===== src/rtl/shift_chain_pkg.sv =====
// Shared types for the shift-chain arbiter: FSM states,
// the tagged chain-stage bundle and default sizes.
package shift_chain_pkg;

  localparam int DEF_N_REQ = 4;
  localparam int DEF_DEPTH = 4;
  localparam int DEF_LEN_W = 8;

  // wide enough for the largest supported requester count (16)
  localparam int OWN_MAX_W = 4;

  typedef enum logic [1:0] {
    IDLE,
    STREAM,
    FLUSH
  } state_e;

  typedef struct packed {
    logic                 data;
    logic                 valid;
    logic                 last;
    logic [OWN_MAX_W-1:0] owner;
  } stage_t;

endpackage


===== src/rtl/shift_chain_arbiter_if.sv =====
// Requester/stream bundle between serial producers
// and the shift-chain arbiter.
interface shift_chain_arbiter_if #(
  parameter int N_REQ = 4,
  parameter int LEN_W = 8
);

  localparam int OWN_W = $clog2(N_REQ);

  logic [N_REQ-1:0]       req;
  logic [N_REQ*LEN_W-1:0] req_len;
  logic [N_REQ-1:0]       req_data;
  logic [N_REQ-1:0]       grant;
  logic                   data_rd;
  logic                   out_data;
  logic                   out_valid;
  logic                   out_last;
  logic [OWN_W-1:0]       out_owner;
  logic                   busy;

  modport master (
    output req,
    output req_len,
    output req_data,
    input  grant,
    input  data_rd,
    input  out_data,
    input  out_valid,
    input  out_last,
    input  out_owner,
    input  busy
  );

  modport slave (
    input  req,
    input  req_len,
    input  req_data,
    output grant,
    output data_rd,
    output out_data,
    output out_valid,
    output out_last,
    output out_owner,
    output busy
  );

endinterface


===== src/rtl/delay_chain_tagged.sv =====
// DEPTH-stage shift register carrying data bits together
// with their valid/last/owner tags.
module delay_chain_tagged
  import shift_chain_pkg::*;
#(
  parameter int DEPTH = DEF_DEPTH
) (
  input  logic   CLK,
  input  logic   RST,
  input  stage_t i_stage,
  output stage_t o_stage
);

  stage_t r_stg [DEPTH];

  always_ff @(posedge CLK or negedge RST) begin
    if (!RST) begin
      for (int i = 0; i < DEPTH; i++) begin
        r_stg[i] <= '0;
      end
    end else begin
      r_stg[0] <= i_stage;
      for (int i = 1; i < DEPTH; i++) begin
        r_stg[i] <= r_stg[i-1];
      end
    end
  end

  assign o_stage = r_stg[DEPTH-1];

endmodule


===== src/rtl/shift_chain_arbiter.sv =====
// Round-robin arbiter that streams one requester's burst at a
// time through a shared tagged delay chain, flushing between bursts.
module shift_chain_arbiter
  import shift_chain_pkg::*;
#(
  parameter int N_REQ = DEF_N_REQ,
  parameter int DEPTH = DEF_DEPTH,
  parameter int LEN_W = DEF_LEN_W
) (
  input logic                  CLK,
  input logic                  RST,
  shift_chain_arbiter_if.slave bus
);

  localparam int OWN_W  = $clog2(N_REQ);
  localparam int IDX_W  = OWN_W + 1;
  localparam int FCNT_W = $clog2(DEPTH + 1);

  state_e            r_state;
  logic [N_REQ-1:0]  r_grant;
  logic [OWN_W-1:0]  r_owner;
  logic [OWN_W-1:0]  r_rr;
  logic [LEN_W-1:0]  r_cnt;
  logic [FCNT_W-1:0] r_fcnt;

  logic [LEN_W-1:0]  w_len [N_REQ];
  logic [N_REQ-1:0]  w_elig;
  logic              w_found;
  logic [OWN_W-1:0]  w_win;
  logic [OWN_W-1:0]  w_rr_nxt;
  logic [IDX_W-1:0]  w_idx;
  logic [N_REQ-1:0]  w_onehot;
  logic              w_arb;
  logic              w_last_bit;
  stage_t            w_stage_in;
  stage_t            w_stage_out;
  logic              w_unused_owner;

  for (genvar g = 0; g < N_REQ; g++) begin : g_req
    assign w_len[g]  = bus.req_len[g*LEN_W +: LEN_W];
    assign w_elig[g] = bus.req[g] && (w_len[g] != '0);
  end

  // first eligible index at or after the rr pointer, wrapping
  always_comb begin
    w_found = 1'b0;
    w_win   = '0;
    w_idx   = '0;
    for (int i = 0; i < N_REQ; i++) begin
      w_idx = IDX_W'(r_rr) + IDX_W'(i);
      if (w_idx >= IDX_W'(N_REQ)) begin
        w_idx = w_idx - IDX_W'(N_REQ);
      end
      if (!w_found && w_elig[w_idx[OWN_W-1:0]]) begin
        w_found = 1'b1;
        w_win   = w_idx[OWN_W-1:0];
      end
    end
  end

  assign w_rr_nxt = (w_win == OWN_W'(N_REQ - 1)) ?
                    '0 : w_win + OWN_W'(1);
  assign w_onehot = N_REQ'(1) << w_win;

  assign w_arb = (r_state == IDLE) ||
                 ((r_state == FLUSH) && (r_fcnt == '0));

  assign w_last_bit = (r_cnt == LEN_W'(1));

  always_comb begin
    w_stage_in = '0;
    if (r_state == STREAM) begin
      w_stage_in.data  = bus.req_data[r_owner];
      w_stage_in.valid = 1'b1;
      w_stage_in.last  = w_last_bit;
      w_stage_in.owner = OWN_MAX_W'(r_owner);
    end
  end

  always_ff @(posedge CLK or negedge RST) begin
    if (!RST) begin
      r_state <= IDLE;
      r_grant <= '0;
      r_owner <= '0;
      r_rr    <= '0;
      r_cnt   <= '0;
      r_fcnt  <= '0;
    end else if (w_arb && w_found) begin
      r_state <= STREAM;
      r_grant <= w_onehot;
      r_owner <= w_win;
      r_cnt   <= w_len[w_win];
      r_rr    <= w_rr_nxt;
    end else begin
      unique case (r_state)
        IDLE: begin
          r_grant <= '0;
        end
        STREAM: begin
          r_cnt <= r_cnt - LEN_W'(1);
          if (w_last_bit) begin
            r_state <= FLUSH;
            r_fcnt  <= FCNT_W'(DEPTH - 1);
          end
        end
        FLUSH: begin
          if (r_fcnt == '0) begin
            r_state <= IDLE;
            r_grant <= '0;
          end else begin
            r_fcnt <= r_fcnt - FCNT_W'(1);
          end
        end
        default: begin
          r_state <= IDLE;
          r_grant <= '0;
        end
      endcase
    end
  end

  delay_chain_tagged #(
    .DEPTH(DEPTH)
  ) u_chain (
    .CLK    (CLK),
    .RST    (RST),
    .i_stage(w_stage_in),
    .o_stage(w_stage_out)
  );

  assign bus.grant     = r_grant;
  assign bus.data_rd   = (r_state == STREAM);
  assign bus.busy      = (r_state != IDLE);
  assign bus.out_data  = w_stage_out.data;
  assign bus.out_valid = w_stage_out.valid;
  assign bus.out_last  = w_stage_out.last;
  assign bus.out_owner = w_stage_out.owner[OWN_W-1:0];

  assign w_unused_owner = ^w_stage_out.owner;

endmodule


===== src/flat_wrapper.sv =====
// flat-port wrapper written by rule: the top's interface ports become plain ports
module shift_chain_arbiter_flat import shift_chain_pkg::*;
#(
  parameter int N_REQ = DEF_N_REQ,
  parameter int DEPTH = DEF_DEPTH,
  parameter int LEN_W = DEF_LEN_W
)
  (CLK, RST, bus_req, bus_req_len, bus_req_data, bus_grant, bus_data_rd, bus_out_data, bus_out_valid, bus_out_last, bus_out_owner, bus_busy);
  shift_chain_arbiter_if #(.N_REQ(N_REQ), .LEN_W(LEN_W)) bus_i ();
  input logic CLK;
  input logic RST;
  input wire logic [$bits(bus_i.req)-1:0] bus_req;
  input wire logic [$bits(bus_i.req_len)-1:0] bus_req_len;
  input wire logic [$bits(bus_i.req_data)-1:0] bus_req_data;
  output wire logic [$bits(bus_i.grant)-1:0] bus_grant;
  output wire logic [$bits(bus_i.data_rd)-1:0] bus_data_rd;
  output wire logic [$bits(bus_i.out_data)-1:0] bus_out_data;
  output wire logic [$bits(bus_i.out_valid)-1:0] bus_out_valid;
  output wire logic [$bits(bus_i.out_last)-1:0] bus_out_last;
  output wire logic [$bits(bus_i.out_owner)-1:0] bus_out_owner;
  output wire logic [$bits(bus_i.busy)-1:0] bus_busy;
  assign bus_i.req = bus_req;
  assign bus_i.req_len = bus_req_len;
  assign bus_i.req_data = bus_req_data;
  assign bus_grant = bus_i.grant;
  assign bus_data_rd = bus_i.data_rd;
  assign bus_out_data = bus_i.out_data;
  assign bus_out_valid = bus_i.out_valid;
  assign bus_out_last = bus_i.out_last;
  assign bus_out_owner = bus_i.out_owner;
  assign bus_busy = bus_i.busy;
  shift_chain_arbiter #(.N_REQ(N_REQ), .DEPTH(DEPTH), .LEN_W(LEN_W)) u_core (.CLK(CLK), .RST(RST), .bus(bus_i));
endmodule

===== config.mk =====
export PLATFORM = sky130hd
export DESIGN_NAME = shift_chain_arbiter_flat
export DESIGN_NICKNAME = d
export VERILOG_FILES = /design/src/rtl/shift_chain_pkg.sv /design/src/rtl/shift_chain_arbiter_if.sv /design/src/rtl/delay_chain_tagged.sv /design/src/rtl/shift_chain_arbiter.sv /design/src/flat_wrapper.sv
export SDC_FILE = /design/constraint.sdc
export NUM_CORES = 1
export LEC_CHECK = 0
export ABC_AREA = 1
export BUFFER_PORTS_ARGS = -buffer_cell sky130_fd_sc_hd__buf_2
export CAP_MARGIN = 5
export CORE_UTILIZATION = 51
export CTS_BUF_LIST = sky130_fd_sc_hd__clkbuf_4
export DETAILED_ROUTE_END_ITERATION = 12
export PLACE_DENSITY = 0.82
export SYNTH_ARGS = -nofsm -noshare
export SYNTH_HDL_FRONTEND = slang
export SYNTH_SLANG_ARGS = --single-unit

===== constraint.sdc =====
create_clock -name CLK -period 2.1 [get_ports CLK]
set_input_delay 0.105 -clock CLK [delete_from_list [all_inputs] [get_ports CLK]]
set_output_delay 0.105 -clock CLK [all_outputs]
set_load 0.05 [all_outputs]

Word level (Yosys, flattened, before mapping)
Cells that the tools add are included.
Storage, ports and cells
  bits of input ports: 42
  bits in registers: 41
Cells by class
  equality and inequality tests: 10
  reductions and logical operators: 25
  bitwise gates (word level): 2
  muxes and demuxes: 39
  shift-type cells: 1
  magnitude comparators: 10
  $add $sub $neg: 10
Operators with widths (count)
  2-to-1 mux 8 bit: 4
  nonzero test 8 bit: 4
  2-to-1 mux 2 bit: 12
  binary-select mux 8 bit (select 2 bit): 1
  less-than comparator 2 x 3 -> 1 bit (second input constant): 5
  >= comparator 3 bit (second input constant): 4
  binary-select mux 1 bit (select 2 bit): 5
  logical AND 1 bit: 9
  2-to-1 mux 1 bit: 9
  == test 8 x 1 -> 1 bit (second input constant): 1
  2-to-1 mux 4 bit: 2
  one-hot mux 4 bit (2 select lines): 1
  subtractor 2 x 1 -> 2 bit (second input constant): 4
  subtractor 8 x 1 -> 8 bit (second input constant): 1
  2-to-1 mux 7 bit: 1
  adder 2 x 2 -> 3 bit (second input constant): 2
  2-to-1 mux 3 bit: 2
  one-hot mux 2 bit (3 select lines): 1
  one-hot mux 3 bit (2 select lines): 1
  nonzero test 2 bit: 3
  == test 2 bit (second input constant): 2
  inequality test 2 x 1 -> 1 bit (second input constant): 2
  inequality test 2 bit (second input constant): 2
  AND reduction 4 bit: 1
  16 further kinds: 18

Logic depth before layout (Yosys ltp)
Gate-level depths: netlist of the first run.
  depth in word-level cells: 19
  mapped depth: 19

Cells and area by module
Synthesis of the first run repeated with hierarchy kept, for this count alone.
Unflattened totals
  cells, all modules: 346
  area, all modules: 2762.6 µm²
Modules (own cells, without submodules)
  shift_chain_arbiter: instances 1, area each 2009.4 µm², seq. area each 525.5 µm², cells an instance 311
  delay_chain_tagged: instances 1, area each 753.2 µm², seq. area each 700.7 µm², cells an instance 35

Worst setup path before layout of the first run
No wires, ideal clock.
  path kind: register to register
  from: register u_core.r_state[1]
  to: register u_core.r_fcnt[2]
  buffers on the path: 0
  setup time: 124 ps
  arrival time: 1990 ps
  path slack: -14 ps
  cell stages (with the launch flop): 7
  path through: dfrtp_1 > nor2_2 > clkinv_1 > o21ai_1 > nand2_1 > nor2_1 > nor3_1
On the way
  elaborated cells between the ends (all ways): 12
  those cells by class: eq/ne (4); mux (1); bitwise (1); reduce/logical (6)
RTL lines
  start, declared: line shift_chain_arbiter.sv:19  | state_e r_state;
  start signal, assigned: line shift_chain_arbiter.sv:82  | r_state <= IDLE;
  start signal, assigned: line shift_chain_arbiter.sv:89  | r_state <= STREAM;
  start signal, assigned: line shift_chain_arbiter.sv:102  | r_state <= FLUSH;
  == test 2 x 1 -> 1 bit (*)
  named net bus_data_rd: line flat_wrapper.sv:16  | output wire logic [$bits(bus_i.data_rd)-1:0] bus_data_rd;
  inequality test 2 x 1 -> 1 bit (no source line) / nonzero test 2 bit (equally long branches)
  AND reduction 4 bit (no source line)
  end signal, assigned: line shift_chain_arbiter.sv:103  | r_fcnt <= FCNT_W'(DEPTH - 1);
  end signal, assigned: line shift_chain_arbiter.sv:111  | r_fcnt <= r_fcnt - FCNT_W'(1);
  end, declared: line shift_chain_arbiter.sv:24  | logic [FCNT_W-1:0] r_fcnt;
The timed path passes the listed nets; every way through them passes the cells marked *.
A chain may end at the register's enable or synchronous reset.

Worst setup path in the final report of the first run
  from: register u_core.r_rr[0]
  to: register u_core.r_grant[1], in the netlist u_core.bus.grant[1]
On the way
  word-level cells in the longest chain between the ends: 17
  elaborated cells between the ends (all ways): 43
  those cells by class: add/sub (7); order compare (4); eq/ne (2); shift (1); mux (21); reduce/logical (8)
Ends and longest elaborated chain
  start, declared: line shift_chain_arbiter.sv:22  | logic [OWN_W-1:0] r_rr;
  start signal, assigned: line shift_chain_arbiter.sv:93  | r_rr <= w_rr_nxt;
  parallel branches: the longest is 17 deep, another holds adder 2 x 1 -> 3 bit
  end signal, assigned: line shift_chain_arbiter.sv:90  | r_grant <= w_onehot;
  end, declared: line shift_chain_arbiter.sv:20  | logic [N_REQ-1:0] r_grant;
Several ways; the timed one is not identified. The select of a mux whose other input is x is not followed.

==> summary.txt, run 1 <==
Status
  • Status: completed

Place
  • PortBufs: 52
  • Post-DP HPWL: 4250 microns
  • GPL Wtd Cong: between 0.9 and 1

STA
  • Worst Tran Pin Value: 0.883 ns
  • Crit path time final: 1.97 ns
  • Slew Viols, Final: 0
  • Final setup viols: 0
  • Skew final: just over 0.008 ns
  • Hold Vio Cnt, Final: 0
  • Fmax: 507 MHz
  • Hold Slack: 0.0720 ns
  • Setup TNS: 0 ns
  • Slew HR: 41.1%
  • Final period util: 94.0%

Synth
  • Post-Synth Simple-Gate Area: 35.1%
  • Register area share after synthesis: roughly two fifths
  • Post-Synth XOR/XNOR Area: 1.01%
  • Area share of fa/ha/maj cells after synthesis: 4.06%
  • Top_reg_cell synth: dfrtp_1
  • Syn avg cell area: 7.50 sq um
  • Count of state elements after synthesis: between 40 and 50
  • Largest family of logic cells by synthesized area: simple AND/OR/NAND/NOR gates
  • Post-Syn Nets: 379
  • Synth cell types: 32
  • Asr flop ratio synth: 100%
  • Post-synth EDFFs: 0
  • Synth Area in Compound Gates: between 8 and 9%
  • Yosys warning total: 0
  • Synthesized cell area: about 0.0025 sq mm
  • Post-Synthesis Cells: 329
  • Multiplexer share of the synthesized area: 0%

Setup path
  • Setup CP Type: register to register
  • Worst path cell trace: inv_4, nand3_1, nand2_1, nand2_1, nand2_1, nand3_1, nand3_1, nand2_1, buf_4, ha_1, nand2_1, o21ai_0
  • CP peak stage delay: 0.51 ns
  • Critical path depth: 12
  • Worst EP arrival: 2.21 ns
  • Crit start category: register
  • Slowest cell on the critical path: dfrtp_2
  • Worst-path fanout max: 7
  • Buf/Inv on CP: 2
  • R2R cell count: 12
  • CP dominant cell by count: nand2_1
  • CP delay by family, top: simple AND/OR/NAND/NOR gates
  • Crit path capture type: register
  • Req. time, crit path: 2.34 ns

Route
  • WL/cell: 12.3 microns
  • Vias/cell: between 5 and 6
  • DRC errors left: 0
  • Via count: roughly 2,300
  • Initial drt markers: 164
  • ANT nets after route: 0
  • First drt pass iteration count: 4
  • WL final: 5490 microns

Power
  • Ratio of total power to cell area: 474 mW/mm^2
  • LEAKAGE: 1.53 nW
  • Power, Total: 1.39 mW
  • Worst IR drop on VDD: about 0.00021 V

Floorplanning
  • Starting density of the core: 54.7%
  • Rows: 24
  • Die H: a little over 70 microns
  • Core Region: 0.00450 sq mm
  • Die area: 0.00512 sq mm
  • IO Count: 53
  • Die width: 71.5 microns

GRT
  • Grt ovf: 0
  • Busiest grt layer: met2
  • GRT met2 Usage: 37.9%
  • Number of global-route vias before repair: around 2,100
  • Global Route met3 Usage: 5.91%
  • Met1 usage: 30.8%
  • Pin count of the biggest net entering global routing: between 40 and 50
  • First-pass GRT wire length: 9130 microns
  • Antenna violations before repair: 0
  • Total GRT Usage: between 20 and 25%

Cells and area
  • FF+latch area: around 0.0010 sq mm
  • Filler instances: about 380
  • Diode count: 0
  • Fraction of layout cells with a size suffix above 1: 24.4%
  • Fin nets: approximately 440
  • Synthesis-to-finish area growth: 18.5%
  • Multi-input combinational cell area: 0.00122 sq mm

Clocking
  • # H-tree levels: 2
  • Clock buffer depth: 2
  • Register clock-pin slew on the reported worst setup and hold paths: roughly 0.12 ns
  • Num CTS Buffers: 5
  • Root Driver: clkbuf_4
  • Clk Latency, worst-skew pair: 0.36 ns
  • Clk sinks: 41
  • CTS tree: yes

Min path
  • Worst hold path class: input pin to register
  • Hold path depth: 3

Flow run
  • Max-cap check violation count: 0
-- cell type report --
cell class	instances	area share [%]
Multi-Input combinational cell	230	41.8
Sequential cell	41	35.2
Timing Repair Buffer	63	12.2
Inverter	51	6.64
Tap cell	52	2.23
Clock buffer	5	1.28
Clock inverter	3	0.600
-- cells in the final DEF, fill, tap and decap left out, types with 2 or more instances in the layout --
cell / instances
nand3_4: 2
and2_1: 2
a21oi_1: 11
o22ai_1: 2
clkinv_1: 2
nand2_2: 5
nand2_4: 4
o211ai_1: 3
nand3_1: 28
clkbuf_4: 5
dfrtp_2: 2
o21ai_0: 14
nor2_4: 4
dfrtp_1: 39
nand4_1: 9
nand2_1: 93
inv_2: 4
inv_1: 45
ha_1: 8
nor2_1: 31
and2_0: 2
buf_4: 9
buf_2: 52
o21ai_1: 4
-- metal layers --
metal,vias to the layer above,wire length (microns)
met5,-,0
met4,0,78
met3,11,381
met2,97,2580
met1,1052,2450
li1,1158,-
-- through the flow --
stage	util, %	setup slack (ns)	instance area (sq um)	cells
after detailed placement	62.6	0.000929	2820	435
after global routing	64.9	-0.00486	2920	445
final	64.9	0.127	2920	445
after floorplan	-	0.110	2470	329
after global placement	62.6	0.101	2820	435
after CTS	64.0	0.0776	2880	444
-- power by group --
group	switching, mW	total [mW]	internal (mW)
Combinational	0.119	0.199	0.0803
Clock	0.265	0.392	0.127
Sequential	0.000986	0.794	0.793
Total	0.385	1.39	1.00
-- synth_stat cells (4+ instances only) --
master / n / area (sq um)
nand4_1: 9 / 56.3
nand2_1: 95 / 357
ha_1: 8 / 100
inv_1: 45 / 169
a21oi_1: 11 / 55.1
dfrtp_1: 41 / 1030
nand3_1: 28 / 140
o21ai_0: 16 / 80.1
nor2_1: 31 / 116
inv_2: 5 / 18.8
nand2_2: 4 / 25.0
-- path summary, 6_finish.rpt --
kind                                          start                   endpoint  slack [ns]
min reg2reg                u_core.u_chain.r_stg[11]  u_core.u_chain.o_stage[4]        0.36
max                                  u_core.r_rr[0]        u_core.bus.grant[1]        0.13
max in group asynchronous                       RST             u_core.r_rr[0]        1.12
min                                 bus_req_data[3]   u_core.u_chain.r_stg[27]        0.07
min in group asynchronous                       RST             u_core.r_rr[1]        0.39
max reg2reg                          u_core.r_rr[0]        u_core.bus.grant[1]        0.13
-- sequential cells by signal, indices dropped and copies added (netlist names) --
register	cells
u_core.r_state	2
u_core.u_chain.o_stage	5
u_core.bus.grant	4
u_core.r_rr	2
u_core.r_owner	2
u_core.r_fcnt	3
u_core.u_chain.r_stg	15
u_core.r_cnt	8
-- timing repair --
item / in CTS / in global routing
setup buffers: 0 / 1
setup endpoints to repair: 2 / 9
pin swaps: 0 / 4
endpoints found under the hold margin: 41 / 0
hold buffers: 1 / 0
gates resized for setup: 1 / 9
-- tightest hold or removal path, stage by stage --
cell,delay (ns)
buf_2,0.08
o21ai_0,0.07
a21oi_1,0.13
-- kinds of logic after synthesis --
group / after synthesis
buffers and inverters: 58
XOR/XNOR: 2
flip-flops: 41
AND/OR/NAND/NOR: 184
AO/OA/AOI/OAI: 36
adder cells (fa/ha/maj): 8
No activity file was read; power rests on OpenSTA's default activity.
==> run 2, diff against run 1 <==
Settings changed: CORE_ASPECT_RATIO set to 1.1, SKIP_CTS_REPAIR_TIMING set to 1.
==> run 2 against run 1 <==
Effect of this change:
- critical path depth unchanged
- worst setup slack got worse by 0.085 ns
- flip-flop and latch count is the same
- register-to-register slack worse by 0.09 ns
- die area about the same
- clock skew increased by 0.0010 ns
- final cell count grew 3.1%
- via count is 2.1% lower
- routed wire length down 1.6%
- critical path type unchanged
- highest routed layer unchanged
==> summary.txt, run 2 (synthesis results as in run 1) <==
Power
  • Worst IR drop on VDD: 0.000199 V (-3.9%)
  • LEAKAGE: 1.58 nW (+3.7%)
  • Ratio of total power to cell area: 459 mW/mm^2 (-3.3%)

Place
  • PortBufs: 52 (unchanged)
  • Post-DP HPWL: 3990 microns (-6.2%)
  • GPL Wtd Cong: 0.852 (-9.6%)

Route
  • Max layer used: met4
  • ANT nets after route: 0 (unchanged)
  • WL final: 5400 microns (-1.6%)
  • Metal-1 WL: 2430 microns (-0.73%)
  • First drt pass iteration count: 4 (unchanged)
  • DRC errors left: 0 (unchanged)
  • Via count: 2,270 (-2.1%)
  • Met2 wire length: 2670 microns (+3.5%)
  • WL/cell: 11.8 microns (-4.6%)
  • Vias/cell: 4.95 (-5.1%)
  • Initial drt markers: 106 (-35%)
  • Met3 wire len: 206 microns (-46%)

Min path
  • Worst hold path class: input pin to register
  • Hold path depth: 3 (unchanged)

GRT
  • Pin count of the biggest net entering global routing: 42 (unchanged)
  • Antenna violations before repair: 0 (unchanged)
  • Grt ovf: 0 (unchanged)
  • Number of global-route vias before repair: 2,009 (-4.7%)
  • Total GRT Usage: 22.6% (-0.49 points)
  • First-pass GRT wire length: 8650 microns (-5.3%)

Floorplanning
  • Starting density of the core: 53.0% (-1.7 points)
  • Die width: 68.3 microns (-4.5%)
  • Core Region: 0.00465 sq mm (+3.3%)
  • IO Count: 53 (unchanged)
  • Die area: 0.00512 sq mm (about the same)
  • Rows: 26 (+8.3%)
  • Die H: 74.9 microns (+4.7%)

Clocking
  • # H-tree levels: 2 (unchanged)
  • Clk Latency, worst-skew pair: 0.35 ns (about the same)
  • Clk sinks: 41 (unchanged)
  • Num CTS Buffers: 5 (unchanged)
  • Root Driver: clkbuf_4
  • Register clock-pin slew on the reported worst setup and hold paths: 0.13 ns (about the same)
  • CTS tree: yes
  • Clock buffer depth: 2 (unchanged)

Cells and area
  • Fraction of layout cells with a size suffix above 1: 28.5% (+4.1 points)
  • Core Util, Final: 65.5% (+0.68 points)
  • Largest register by flop count: u_core.u_chain.r_stg
  • Most common cell after layout, fill and taps aside: nand2_1
  • Diode count: 0 (unchanged)
  • Largest register FFs: 15 (unchanged)
  • Fin nets: 452 (+2.3%)
  • Filler instances: 396 (+5.3%)
  • Most frequent cells in the layout: nand2_1, buf_2, inv_1
  • Synthesis-to-finish area growth: 23.6%

Setup path
  • R2R cell count: 12 (unchanged)
  • Crit path capture type: register
  • Crit start category: register
  • Worst EP arrival: 2.29 ns (+0.08 ns)
  • Setup CP Type: register to register
  • Req. time, crit path: 2.34 ns (about the same)
  • Worst-path fanout max: 7 (unchanged)

STA
  • Slew HR: 42.4% (+1.3 points)
  • Setup TNS: 0 ns (unchanged)
  • Worst Tran Pin Value: 0.865 ns (-0.0188 ns)
  • RSZ-0062 raised after global routing: true
  • Slew Viols, Final: 0 (unchanged)
  • Hold Vio Cnt, Final: 0 (unchanged)
  • Crit path time final: 2.06 ns (+0.0852 ns)
  • Fmax: 486 MHz (-4.1%)
  • Skew final: 0.00913 ns (+0.00103 ns)
  • Final setup viols: 0 (unchanged)
  • Final period util: 98.0% (+4.1 points)

Status
  • Status: completed

Flow run
  • Max-cap check violation count: 0 (unchanged)
## run 2: cell types whose count changed in the layout (fill, tap and decap cells not counted), sizes merged
cell      before  now
buf           62   72
inv           50   51
clkinvlp       0    1
clkinv         4    2
## run 2: path summary, 6_finish.rpt
path / endpoint / start / slack (ns)
worst max register to register: u_core.r_rr[1] / u_core.r_rr[0] / 0.04
worst min-delay path: u_core.u_chain.r_stg[27] / bus_req_data[3] / 0.04
worst min register to register: u_core.u_chain.o_stage[5] / u_core.u_chain.r_stg[12] / 0.36
min in group asynchronous: u_core.u_chain.r_stg[13] / RST / 0.39
worst max-delay path: u_core.r_rr[1] / u_core.r_rr[0] / 0.04
max in group asynchronous: u_core.r_rr[1] / RST / 1.12
## run 2: cell type report
| class | instances | area [sq um] | area share [%] |
|---|---|---|---|
| Multi-Input combinational cell | 230 | 1260 | 41.2 |
| Sequential cell | 41 | 1030 | 33.7 |
| Timing Repair Buffer | 73 | 437 | 14.3 |
| Inverter | 51 | 194 | 6.36 |
| Tap cell | 56 | 70.1 | 2.30 |
| Clock buffer | 5 | 37.5 | 1.23 |
| Clock inverter | 3 | 25.0 | 0.821 |
## run 2: metrics by stage
stage | area (sq um) | instances | hold WS, ns | total power [mW] | setup WS (ns)
finish | 3050 | 459 | 0.0408 | 1.40 | 0.0418
global route | 3050 | 459 | 0.0522 | 1.48 | -0.0721
detailed placement | 2810 | 437 | 0.272 | 1.00 | -0.0382
floorplan | 2470 | 329 | -0.191 | 0.917 | 0.110
CTS | 2870 | 445 | -0.128 | 1.40 | -0.0598
global placement | 2810 | 437 | 0.261 | 0.998 | 0.0131
## run 2: metal layers
| metal | track usage (%) | up-vias |
|---|---|---|
| met1 | 29.3 | 1014 |
| met5 | 0 | - |
| met4 | 7.87 | 0 |
| met2 | 37.7 | 67 |
| met3 | 4.24 | 7 |
| li1 | - | 1182 |
## run 2: worst max-delay path, cell delays in order, from the launching register on
cell and delay, ns:
dfrtp_2 0.52, buf_4 0.18, nand3_2 0.08, nand2_2 0.09, nor2_4 0.21, nand2_4 0.08
nand2_2 0.09, nand2_4 0.09, nand3_4 0.09, inv_2 0.09, ha_1 0.28, nand2_1 0.06
o21ai_0 0.09
## run 2: report_power, final
part / internal [mW] / total (mW) / switching [mW]
Clock: 0.136 / 0.398 / 0.262
Sequential: 0.793 / 0.794 / 0.000730
Combinational: 0.0860 / 0.207 / 0.121
Total: 1.02 / 1.40 / 0.383
